[config.mk]
export PLATFORM = sky130hd
export DESIGN_NAME = dev_timer
export DESIGN_NICKNAME = d
export VERILOG_FILES = /design/src/rtl/dev_pkg.sv /design/src/rtl/dev_timer.sv
export SDC_FILE = /design/constraint.sdc
export NUM_CORES = 1
export LEC_CHECK = 0
export BUFFER_PORTS_ARGS = -buffer_cell sky130_fd_sc_hd__buf_4
export CORE_MARGIN = 8
export CORE_UTILIZATION = 51
export DETAILED_ROUTE_END_ITERATION = 6
export PLACE_DENSITY = 0.87
export SETUP_SLACK_MARGIN = 0.15
export SYNTH_ARGS = -nofsm -noshare
export SYNTH_HDL_FRONTEND = slang
export SYNTH_SLANG_ARGS = --single-unit
[constraint.sdc]
create_clock -name clk -period 2 [get_ports clk]
set_clock_uncertainty 0.2 [all_clocks]
set_input_delay 0.2 -clock clk [delete_from_list [all_inputs] [get_ports clk]]
set_output_delay 0.2 -clock clk [all_outputs]
set_load 0.005 [all_outputs]
[src/rtl/dev_pkg.sv]
// -----------------------------------------------------------------------------
// dev_pkg -- shared definitions for the dev_timer device.
//   * word offsets of the CTRL / PRESET / COUNT registers
//   * bit positions of the CTRL fields (Enable, Mode, IM)
//   * Mode encodings (one-shot vs. automatic reload)
//   * FSM state encoding
// -----------------------------------------------------------------------------
package dev_pkg;

  // Register word offsets (Addr = DEV_Addr[3:2])
  localparam logic [1:0] ADDR_CTRL   = 2'd0;
  localparam logic [1:0] ADDR_PRESET = 2'd1;
  localparam logic [1:0] ADDR_COUNT  = 2'd2;
  localparam logic [1:0] ADDR_RSVD   = 2'd3;

  // CTRL field positions
  localparam int CTRL_EN_BIT   = 0;
  localparam int CTRL_MODE_LSB = 1;
  localparam int CTRL_MODE_MSB = 2;
  localparam int CTRL_IM_BIT   = 3;

  // Mode encodings; anything other than MODE_RELOAD runs as one-shot
  localparam logic [1:0] MODE_ONESHOT = 2'd0;
  localparam logic [1:0] MODE_RELOAD  = 2'd1;

  typedef enum logic [1:0] {
    ST_IDLE = 2'd0,
    ST_LOAD = 2'd1,
    ST_CNT  = 2'd2,
    ST_INT  = 2'd3
  } state_e;

endpackage

[src/rtl/dev_timer.sv]
// -----------------------------------------------------------------------------
// dev_timer -- memory-mapped down-counting timer with interrupt request.
//
// Ports:
//   clk      in   1  system clock, all state updates on the rising edge
//   reset    in   1  asynchronous active-low reset
//   Addr     in   2  register word offset (0 CTRL, 1 PRESET, 2 COUNT, 3 reserved)
//   WE       in   1  write enable
//   DataIn   in  32  write data
//   DataOut  out 32  combinational read data of the register selected by Addr
//   IRQ      out  1  registered interrupt request (IM & pending)
//
// Configuration macro: DEV_TIMER_IRQ_EN
//   defined   -> CTRL.IM is writable and IRQ follows IM & pending
//   undefined -> IRQ is tied low, CTRL.IM reads 0; FSM and COUNT unchanged
// -----------------------------------------------------------------------------
module dev_timer
  import dev_pkg::*;
(
  input  logic        clk,
  input  logic        reset,
  input  logic [1:0]  Addr,
  input  logic        WE,
  input  logic [31:0] DataIn,
  output logic [31:0] DataOut,
  output logic        IRQ
);

  logic        en_q, en_d;
  logic [1:0]  mode_q, mode_d;
  logic        im_q, im_d;
  logic [31:0] preset_q, preset_d;
  logic [31:0] count_q, count_d;
  logic        pending_q, pending_d;
  logic        irq_q, irq_d;
  state_e      state_q, state_d;

  logic        wr_ctrl;
  logic        wr_preset;
  logic        expire;

  assign wr_ctrl   = WE && (Addr == ADDR_CTRL);
  assign wr_preset = WE && (Addr == ADDR_PRESET);
  // Terminal count: COUNT<=1 also covers PRESET=0, which then behaves as 1
  assign expire    = (state_q == ST_CNT) && en_q && (count_q <= 32'd1);

  always_comb begin
    en_d      = en_q;
    mode_d    = mode_q;
    im_d      = im_q;
    preset_d  = preset_q;
    count_d   = count_q;
    pending_d = pending_q;
    state_d   = state_q;

    unique case (state_q)
      ST_IDLE: begin
        if (en_q) state_d = ST_LOAD;
      end
      ST_LOAD: begin
        count_d = preset_q;
        state_d = ST_CNT;
      end
      ST_CNT: begin
        if (!en_q) begin
          state_d = ST_IDLE;
        end else if (count_q > 32'd1) begin
          count_d = count_q - 32'd1;
        end else begin
          count_d = 32'd0;
          state_d = ST_INT;
        end
      end
      ST_INT: begin
        state_d = ST_IDLE;
        if (mode_q == MODE_RELOAD) begin
          // Reload mode: pending lives for the INT cycle only
          pending_d = 1'b0;
        end else begin
          en_d = 1'b0;
        end
      end
      default: state_d = ST_IDLE;
    endcase

    // Bus writes come after the FSM so a CTRL write overrides the
    // one-shot Enable clear landing in the same cycle.
    if (wr_ctrl) begin
      en_d   = DataIn[CTRL_EN_BIT];
      mode_d = DataIn[CTRL_MODE_MSB:CTRL_MODE_LSB];
`ifdef DEV_TIMER_IRQ_EN
      im_d   = DataIn[CTRL_IM_BIT];
`endif
    end
    if (wr_preset) preset_d = DataIn;

    // A CTRL/PRESET write acknowledges pending; a fresh expiry in the same
    // cycle is a newer event and wins.
    if (wr_ctrl || wr_preset) pending_d = 1'b0;
    if (expire)               pending_d = 1'b1;

    // IRQ is registered from the next-state values so it rises on the
    // same edge that enters INT.
`ifdef DEV_TIMER_IRQ_EN
    irq_d = im_d & pending_d;
`else
    irq_d = 1'b0;
`endif
  end

  always_ff @(posedge clk or negedge reset) begin
    if (!reset) begin
      en_q      <= 1'b0;
      mode_q    <= MODE_ONESHOT;
      im_q      <= 1'b0;
      preset_q  <= 32'd0;
      count_q   <= 32'd0;
      pending_q <= 1'b0;
      irq_q     <= 1'b0;
      state_q   <= ST_IDLE;
    end else begin
      en_q      <= en_d;
      mode_q    <= mode_d;
      im_q      <= im_d;
      preset_q  <= preset_d;
      count_q   <= count_d;
      pending_q <= pending_d;
      irq_q     <= irq_d;
      state_q   <= state_d;
    end
  end

  always_comb begin
    DataOut = 32'd0;
    unique case (Addr)
      ADDR_CTRL:   DataOut = {28'd0, im_q, mode_q, en_q};
      ADDR_PRESET: DataOut = preset_q;
      ADDR_COUNT:  DataOut = count_q;
      ADDR_RSVD:   DataOut = 32'd0;
      default:     DataOut = 32'd0;
    endcase
  end

  assign IRQ = irq_q;

endmodule
# --- Word-level counts from Yosys, hierarchy flattened ---
# Index checks and enable logic that the tools add are counted.
word_totals:
  ram_bits: 0
  inputBits: 37
  output_inout_bits: 33
  mem_count: 0
  register_bits: 69
  elab_cells: 38
  romBits: 0
  latch_bits: 0
classes:
  shifts: 0
  n_reduce_logical: 9
  muxes: 11
  bitwise: 0
  addsub: 1
  n_div: 0
  mul: 0
  n_eq_ne: 11
  order_cmp: 1
ops:
  columns: ["operator", "count"]
  rows:
  - ["$pmux 32 s4", 1]
  - ["$mux 32", 2]
  - ["$pmux 32 s2", 1]
  - ["$gt 32x1->1 const B", 1]
  - ["$sub 32x1->32 const B", 1]
  - ["$eq 2x2->1 const B", 4]
  - ["$pmux 2 s4", 1]
  - ["$eq 2x1->1 const B", 3]
  - ["$mux 2", 3]
  - ["$ne 2x2->1 const B", 3]
  - ["$reduce_and 2->1", 3]
  - ["$logic_not 2->1", 2]
  - ["$reduce_bool 2->1", 2]
  - ["$mux 1", 3]
  - ["$ne 3x3->1 const B", 1]
  - ["$logic_and 1x1->1", 2]

# --- Depth between registers and ports, before layout ---
# Gate-level depths: netlist of the first run.
logic_depth:
  depth_word: 4
  ltp_mapped: 9

# --- Worst setup path after synthesis of the first run ---
# OpenSTA, ideal clock, no wires.
synth_path:
  path_type: "flip-flop to flip-flop"
  from: "register count_q[0]"
  to: "register count_q[26]"
  n_path_buf: 0
  path_stages_with_launch: 8
  t_required_ns: 1.674
  arrival_ns: 1.828
  slack_ns: -0.154
  period_less_slack_ns: 2.154
  path_cell_list: "dfrtp_1 -> inv_1 -> ha_1 -> nor3b_2 -> nand2_1 -> nor3_1 -> nand2_1 -> a311o_1"
synth_between:
  elab_chain_cells: 4
  elab_cells_between_ends: 5
synth_lines:
  columns: ["item", "line", "source"]
  rows:
  - ["start: declaration", "dev_timer.sv:33", "logic [31:0] count_q, count_d;"]
  - ["start signal: assignment", "dev_timer.sv:126", "count_q <= count_d;"]
  - ["$sub 32x1->32 / $gt 32x1->1 (equally long branches)", "dev_timer.sv:68, dev_timer.sv:67", null]
  - ["$mux 32 *", "dev_timer.sv:67", "end else if (count_q > 32'd1) begin"]
  - ["$mux 32 *", "dev_timer.sv:65", "if (!en_q) begin"]
  - ["$pmux 32 s2 *", "dev_timer.sv:56", "unique case (state_q)"]
# Every way passes the cells marked *; elsewhere a longest branch is shown, timed or not. The select of a mux whose other input is x is not followed.
# A chain may end at the register's enable or synchronous reset.

# --- Final worst setup path of the first run ---
layout_path:
  from: "register count_q[13]"
  to: "register count_q[16]"
# Same word-level chain as after synthesis.

==> results.yml, run 1 <==
outcome:
  status: "finished, violations left"
  violations: "negative setup slack"
clocking:
  clkSlewWorstSetupHoldPaths_ps: 70
  cts_root_buffer: "clkbuf_8"
  htree_levels: 3
  cts_tree: "built"
  clk_latency_ps: 350
  cts_max_path_buffers: 2
  cts_made_buffers: 9
  cts_sinks: 69
final_layout:
  final_nets: 642
  diodes: 0
  mostFrequentLayoutCells: "160 x buf_4, 67 x dfrtp_1, 40 x nand2_1"
  layout_commonest_cell: "buf_4"
  synthToLayoutAreaGrowth_pct: 49.7
  layout-drive-gt1-share_pct: 42.7
critical_path:
  worstSetupStartpointType: "flop"
  crit_family: "simple AND/OR/NAND/NOR gates"
  ff2ff_setup_slack_ps: -220
  end_kind: "flop"
  reg2reg_to: "count_q[16]"
  r2r_start: "count_q[13]"
  critPathMaxStageDelay_ps: 500
  worstPathMaxFanout: 5
  cp_slowest_cell: "or4b_4"
  cp.arrival_ps: 2300
  crit_type: "reg -> reg"
  path_buf_inv: 1
  worstPathCellList: "buf_4, or3_1, nor4_1, nand2_1, or4b_4, nand3_2"
  reg2reg_depth: 6
  required_ps: 2080
global_route:
  grt-ovfl-total: 0
  grt_usage_pct: 25.1
  antenna_found_initial: 0
  first_global_vias: 4532
  grt_pass1_wl_um: 22900
  grt_max_degree: 37
run:
  maxCapViolations: 0
synth:
  synthDistinctLibCells: 58
  synth_top_area_cell: "dfrtp_1"
  postSynthRegisterBits: 69
  synth-edff-count: 0
  syn_area_per_cell_um2: 9.68
  async_flop_share_pct: 100
  synth_top_area_share_pct: 41.9
  netlist_instances: 426
  synth.cell_area_um2: 4120
  yosysSeqAreaShare_pct: 41.9
  ys.flop_type: "dfrtp_1"
  yosys_warnings: 0
  syn_nets: 465
  synth_area_leaders: "dfrtp_1 42%, mux2_2 7.6%, a22o_1 6.2%"
power:
  p_seq_share_pct: 31.4
  clkPwrFrac_pct: 13.3
  vdd_drop_max_v: 0.000722
  netSwitchingFraction_pct: 41.5
  p_int_uw: 4430
  power_density_nw_per_um2: 1230
  finalPower_uw: 7580
  comb_power_share_pct: 55.2
  p_sw_uw: 3140
  p_leak_uw: 0.00273
floorplan:
  dieHeight_um: 106
  die_w_um: 106
  dieArea_um2: 11200
  core_region_area_um2: 8010
  placementRows: 33
  start_util_pct: 51.5
  ios: 70
timing:
  slew_headroom_pct: 61.9
  min_period_over_period_pct: 111
  rsz0062_at_grt: "true"
  timing.fmax_mhz: 451
  fin_ws_ps: -216
  setup_viol: 26
  tightest_slew_ps: 570
  final_max_slew_viol_count: 0
  period_needed_ps: 2220
  finalHoldViolCount: 0
detailed_routing:
  ant_nets: 0
  vias: 4452
  wl_per_cell_um: 20.2
  wl_um: 14400
  routed_via_density: 6.25
  drc: 0
  first_pass_iters: 5
  drt_iter0_markers: 322
min_path:
  hp-start: "WE"
  hold_path_depth: 4
  hold_path.class: "in -> reg"
  min_to: "en_q"
placement:
  gp_congestion: 0.910
  portBuffers: 68
  dp_worst_setup_slack_ps: -218
  hpwl_um: 9550
power by group through the flow:
stage | Clock (µW) | Sequential (µW) | Combinational, µW
finish | 1010 | 2380 | 4190
global route | 1070 | 2430 | 4500
CTS | 1010 | 2350 | 3940
detailed placement | 0 | 2360 | 3710
global placement | 0 | 2330 | 3600
floorplan | 0 | 2360 | 1910
timing repair:
action                     4_1_cts  5_1_grt
gates resized for setup         23       22
buffers inserted                 6        4
hold endpoints to repair        69        0
pin swaps                        7        9
setup endpoints to repair       45       34
hold buffers                    33        0
cells in the mapped netlist (5+ instances only):
cell / count
nor3_1: 12
a22o_1: 29
dfrtp_1: 69
o21ai_0: 6
a22oi_1: 11
nor2_1: 18
nor4_1: 5
nor2b_1: 6
o211ai_1: 11
mux2_2: 28
mux2i_1: 5
or3_1: 8
mux2_1: 6
a21oi_1: 12
o221ai_1: 6
clkbuf_1: 19
inv_1: 9
nand3_1: 20
buf_2: 8
nand2_1: 43
and3_1: 6
buf_1: 5
nand4_1: 19
metal layers:
layer	global-route usage, %	vias up	part of all wire [%]
met5	0	-	0
met4	9.65	0	2.8
met3	5.20	38	8.1
met2	41.8	257	50
met1	31.3	2172	39
li1	-	1985	-
stage by stage:
| step | area [µm²] | std cells | hold WS (ps) | TNS, ps | util [%] |
|---|---|---|---|---|---|
| floorplan | 4180 | 426 | -296 | -41.2 | - |
| global placement | 5380 | 654 | 0.972 | -1250 | 67.2 |
| detailed placement | 5380 | 654 | 4.47 | -2220 | 67.2 |
| CTS | 6040 | 708 | 98.8 | -1330 | 75.4 |
| global route | 6170 | 712 | 136 | -3930 | 77.1 |
| finish | 6170 | 712 | 128 | -1810 | 77.1 |
worst reg2reg max path, cell delays in order (launching register included):
cell	delay [ps]
dfrtp_1	390
buf_4	160
or3_1	410
nor4_1	290
nand2_1	130
or4b_4	500
nand3_2	80
registers in the layout (all words and copies together), names as in the netlist:
register,count
en_q,1
state_q,2
mode_q,2
count_q,32
preset_q,32
logic make-up after synthesis:
logic type      count (synthesis)  synth area share (%)
simple gates                  172                  24.0
compound gates                 99                  18.2
flops                          69                  41.9
buf+inv                        44                  4.70
mux                            39                  10.5
fa+ha+maj                       2                 0.607
other cells                     1                0.0909
worst max path at each step:
stage | start | endpoint | slack (ps) | cells after the start
after global routing | count_q[13] | count_q[16] | -260 | 6
after CTS | count_q[0] | count_q[16] | -130 | 8
after floorplan | count_q[18] | count_q[26] | -20 | 6
after detailed placement | count_q[0] | count_q[17] | -220 | 6
final | count_q[13] | count_q[16] | -220 | 6
after global placement | count_q[0] | count_q[17] | -200 | 6
layout make-up:
class | count | area, µm²
multi-input combinational | 313 | 2470
fill | 528 | 1840
sequential | 69 | 1730
timing repair buffer | 201 | 1650
clock buffer | 13 | 149
tap | 105 | 131
inverter | 9 | 33.8
clock inverter | 2 | 10.0
Power figures use the tool's default switching activity.
==> run 2: changes to the inputs <==
CORE_UTILIZATION = 40   (was 51)
PLACE_DENSITY = 0.73   (was 0.87)
==> run 2 against run 1 <==
  * The run still ends with negative setup slack left
  * Non-clock buffer count rose by 2
  * Combinational power rose by 2%
  * Sequential share of layout area fell by 0.54 points
  * Clock-buffer cell count rose by 2
  * Total power rose by 2.5%
  * Sequential power barely moved
  * Cell count rose by 4.8%
  * Worst hold slack barely moved
  * Critical path type unchanged
  * Largest power group unchanged
  * Highest routed layer unchanged
==> results.yml, run 2 (synthesis gave the netlist of run 1 again) <==
outcome:
  status: "finished, violations left"
  violations: "negative setup slack"
placement:
  dp_worst_setup_slack_ps: -168
  hpwl_um: 9280
  dp.cells: 684
  gp_congestion: 0.993
  place_area_um2: 5410
  portBuffers: 68
final_layout:
  final_nets: 644
  layout-drive-gt1-share_pct: 43.4
  diodes: 0
  mostFrequentLayoutCells: "157 x buf_4, 66 x dfrtp_1, 37 x nand2_1"
  instances_no_fill: 746
  top_regs: "count_q (32), preset_q (32)"
  layout_commonest_cell: "buf_4"
  final_cell_area_um2: 6300
  synthToLayoutAreaGrowth_pct: 52.7
clocking:
  cts_sinks: 69
  clk_latency_ps: 360
  cts_made_buffers: 9
  htree_levels: 3
  cts_root_buffer: "clkbuf_8"
  cts_tree: "built"
  cts_max_path_buffers: 2
  clkSlewWorstSetupHoldPaths_ps: 80
global_route:
  antenna_found_initial: 0
  first_global_vias: 4355
  grt_pass1_wl_um: 22200
  grt_max_degree: 59
  grt_usage_pct: 19.3
  grt-ovfl-total: 0
min_path:
  hp-start: "WE"
  min_to: "en_q"
  hold_path_depth: 4
  hold_path.class: "in -> reg"
timing:
  min_period_over_period_pct: 110
  final_max_slew_viol_count: 0
  setup_viol: 28
  period_needed_ps: 2190
  timing.fmax_mhz: 456
  tightest_slew_ps: 768
  fin_ws_ps: -192
  finalHoldViolCount: 0
  finalSetupTns_ps: -2380
  rsz0062_at_grt: "true"
  slew_headroom_pct: 48.8
  timing.hold.ws_ps: 127
run:
  maxCapViolations: 0
critical_path:
  ff2ff_setup_slack_ps: -190
  r2r_start: "count_q[19]"
  worstPathMaxFanout: 3
  required_ps: 2030
  end_kind: "flop"
  cp.arrival_ps: 2220
  worstSetupStartpointType: "flop"
  reg2reg_to: "count_q[28]"
  crit_type: "reg -> reg"
  reg2reg_depth: 6
  critPathLaunch: "count_q[19]"
detailed_routing:
  routed_via_density: 5.71
  wl_um: 13700
  drt_iter0_markers: 334
  drc: 0
  vias: 4259
  first_pass_iters: 5
  wl_per_cell_um: 18.3
  ant_nets: 0
power:
  p_leak_uw: 0.00281
  vdd_drop_max_v: 0.000462
  power_density_nw_per_um2: 1230
floorplan:
  die_w_um: 118
  dieArea_um2: 13800
  placementRows: 37
  ios: 70
  core_region_area_um2: 10200
  start_util_pct: 40.5
  dieHeight_um: 118
-- run 2: changes by cell type in the layout (fill, tap and decap cells not counted), sizes merged --
| cell | delta |
|---|---|
| clkbuf | +2 |
| clkinv | -1 |
| buf | +2 |
-- run 2: how the worst max path moves through the flow --
stage / slack [ps] / endpoint / cells past startpoint
finish: -190 / count_q[28] / 6
global route: -250 / count_q[28] / 6
CTS: -130 / count_q[20] / 8
detailed placement: -170 / count_q[20] / 8
global placement: -120 / count_q[13] / 6
floorplan: -20 / count_q[26] / 6
-- run 2: routing by layer --
metal | vias up | share of wire, % | global-route usage [%]
li1 | 1984 | - | -
met1 | 2096 | 43 | 23.7
met2 | 156 | 50 | 32.4
met3 | 23 | 5.6 | 4.03
met4 | 0 | 2.2 | 7.77
met5 | - | 0 | 0
-- run 2: what timing repair did --
action / CTS / global route
hold buffers: 33 / 0
resized for setup: 26 / 31
buffers inserted: 6 / 7
setup endpoints to repair: 62 / 34
pin swaps: 10 / 11
hold endpoints to repair: 91 / 0
-- run 2: metrics by stage --
stage	total power, µW	util, %
final	7770	61.8
after global routing	8260	61.8
after CTS	7460	59.8
after detailed placement	6080	53.1
after global placement	5970	53.1
after floorplan	4280	-
-- run 2: worst max-delay path: stages, from the launching register on --
cell and delay, ps:
dfrtp_1 420, nor4_4 370, buf_4 180, nand3_2 60, or4_1 530, a31oi_1 200, o22ai_1 110
-- run 2: area by class of cell --
cell class              instances  area [µm²]
clock buffers                  15         176
clock inverters                 1        5.00
fillers                       813        3890
inverters                       9        33.8
multi-input cells             313        2490
flip-flops and latches         69        1730
well taps                     136         170
repair buffers                203        1690
-- run 2: power by group --
group / internal, µW / total, µW / switching, µW
Clock: 553 / 1090 / 540
Combinational: 2160 / 4290 / 2120
Sequential: 1890 / 2390 / 497
Total: 4610 / 7770 / 3160
==> run 3: changes to the inputs <==
CORE_UTILIZATION = 50   (was 40)
PLACE_DENSITY = 0.86   (was 0.73)
==> run 3 against run 2 <==
  * The flow still finishes with violations (negative setup slack)
  * Core utilization is 18 points higher
  * Critical path depth stayed put
  * Cell area is 2.2% higher
  * Total power is 4.4% higher
  * Register-to-register slack worse by 90 ps
  * First-iteration DRC count is 62% higher
  * Sequential share of layout area is 0.57 points lower
  * Critical endpoint unchanged
  * Die area is 17% lower
  * Largest power group unchanged
  * Via count is 12% higher
  * Wire length is 20% higher
==> results.yml, run 3 (synthesis gave the netlist of run 1 again) <==
power:
  power_density_nw_per_um2: 1260
  p_leak_uw: 0.00291
  finalPower_uw: 8110
  vdd_drop_max_v: 0.000678
detailed_routing:
  wl_um: 16400
  ant_nets: 0
  vias: 4763
  routed_via_density: 6.57
  drt_iter0_markers: 542
  drc: 0
  wl_per_cell_um: 22.6
  first_pass_iters: 5
critical_path:
  r2r_start: "count_q[10]"
  reg2reg_depth: 6
  cp.arrival_ps: 2320
  required_ps: 2030
  end_kind: "flop"
  worstPathMaxFanout: 5
  crit_type: "reg -> reg"
  reg2reg_to: "count_q[28]"
  worstSetupStartpointType: "flop"
  critPathLaunch: "count_q[10]"
  ff2ff_setup_slack_ps: -290
timing:
  period_needed_ps: 2290
  rsz0062_at_grt: "true"
  finalSetupTns_ps: -4280
  min_period_over_period_pct: 114
  finalHoldViolCount: 0
  tightest_slew_ps: 805
  fin_ws_ps: -286
  setup_viol: 31
  timing.fmax_mhz: 437
  slew_headroom_pct: 46.3
  final_max_slew_viol_count: 0
final_layout:
  top_regs: "count_q (32), preset_q (32)"
  diodes: 0
  synthToLayoutAreaGrowth_pct: 56.1
  layout-drive-gt1-share_pct: 44.8
  mostFrequentLayoutCells: "158 x buf_4, 65 x dfrtp_1, 36 x nand2_1"
  layout_commonest_cell: "buf_4"
  final_nets: 654
floorplan:
  start_util_pct: 51.0
  die_w_um: 107
  placementRows: 33
  core_region_area_um2: 8090
  ios: 70
  dieHeight_um: 107
  dieArea_um2: 11400
clocking:
  clk_latency_ps: 370
  cts_made_buffers: 9
  cts_max_path_buffers: 2
  cts_sinks: 69
  cts_tree: "built"
  clkSlewWorstSetupHoldPaths_ps: 90
  cts_root_buffer: "clkbuf_8"
  htree_levels: 3
global_route:
  grt-ovfl-total: 0
  grt_pass1_wl_um: 22900
  grt_usage_pct: 24.8
  antenna_found_initial: 0
  first_global_vias: 4663
  grt_max_degree: 60
placement:
  portBuffers: 68
  hpwl_um: 9370
  gp_congestion: 0.930
min_path:
  min_to: "en_q"
  hold_path.class: "in -> reg"
  hold_path_depth: 4
  hp-start: "WE"
outcome:
  status: "finished, violations left"
  violations: "negative setup slack"
run:
  maxCapViolations: 0
run 3: cell count changes in the layout (fill, tap and decap cells not counted), sizes merged:
cell      previous run  this run
clkbuf              15        13
clkinv               1         2
buf                170       180
clkinvlp             0         1
run 3: cell type report:
type	instances	area [µm²]
inverter	9	33.8
clock buffer	13	149
clock inverter	3	21.3
tap	105	131
fill	480	1660
multi-input combinational	313	2550
sequential	69	1730
timing repair buffer	213	1820
run 3: worst max path at each step:
stage / to / slack, ps / cells past startpoint
CTS: count_q[28] / -170 / 6
detailed placement: count_q[20] / -240 / 6
global route: count_q[28] / -330 / 8
finish: count_q[28] / -290 / 6
floorplan: count_q[26] / -20 / 6
global placement: count_q[20] / -270 / 6
run 3: per-layer routing:
| metal | track usage (%) | vias to the layer above | part of all wire [%] |
|---|---|---|---|
| li1 | - | 2005 | - |
| met1 | 29.8 | 2313 | 36 |
| met2 | 41.2 | 351 | 49 |
| met3 | 5.34 | 94 | 9.6 |
| met4 | 12.6 | 0 | 5.1 |
| met5 | 0 | - | 0 |
run 3: stage by stage:
| step | cells | instance area, µm² | setup WS, ps | hold slack [ps] | util, % |
|---|---|---|---|---|---|
| 3_5_place_dp | 655 | 5400 | -235 | 127 | 66.7 |
| 6_report | 725 | 6440 | -286 | 131 | 79.5 |
| 3_3_place_gp | 655 | 5400 | -271 | 125 | 66.7 |
| 4_1_cts | 711 | 6150 | -175 | 117 | 76.0 |
| 2_1_floorplan | 426 | 4180 | -22.3 | -296 | - |
| 5_1_grt | 725 | 6440 | -326 | 155 | 79.5 |
run 3: repair_timing:
item,4_1_cts,5_1_grt
endpoints found under the hold margin,92,0
pin swaps,15,32
setup endpoints to repair,46,34
hold buffers,33,0
buffers inserted,7,14
resized for setup,40,42
run 3: power by group:
group          total (µW)  switching, µW  internal, µW
registers            2440            552          1890
logic                4610           2370          2240
clock network        1060            576           486
run 3: worst max-delay path, stage by stage (launching register included):
cell     delay (ps)
dfrtp_1         450
nor3_4          290
nand4_1         240
buf_4           210
or4_1           470
a31oi_1         170
o22ai_1         110
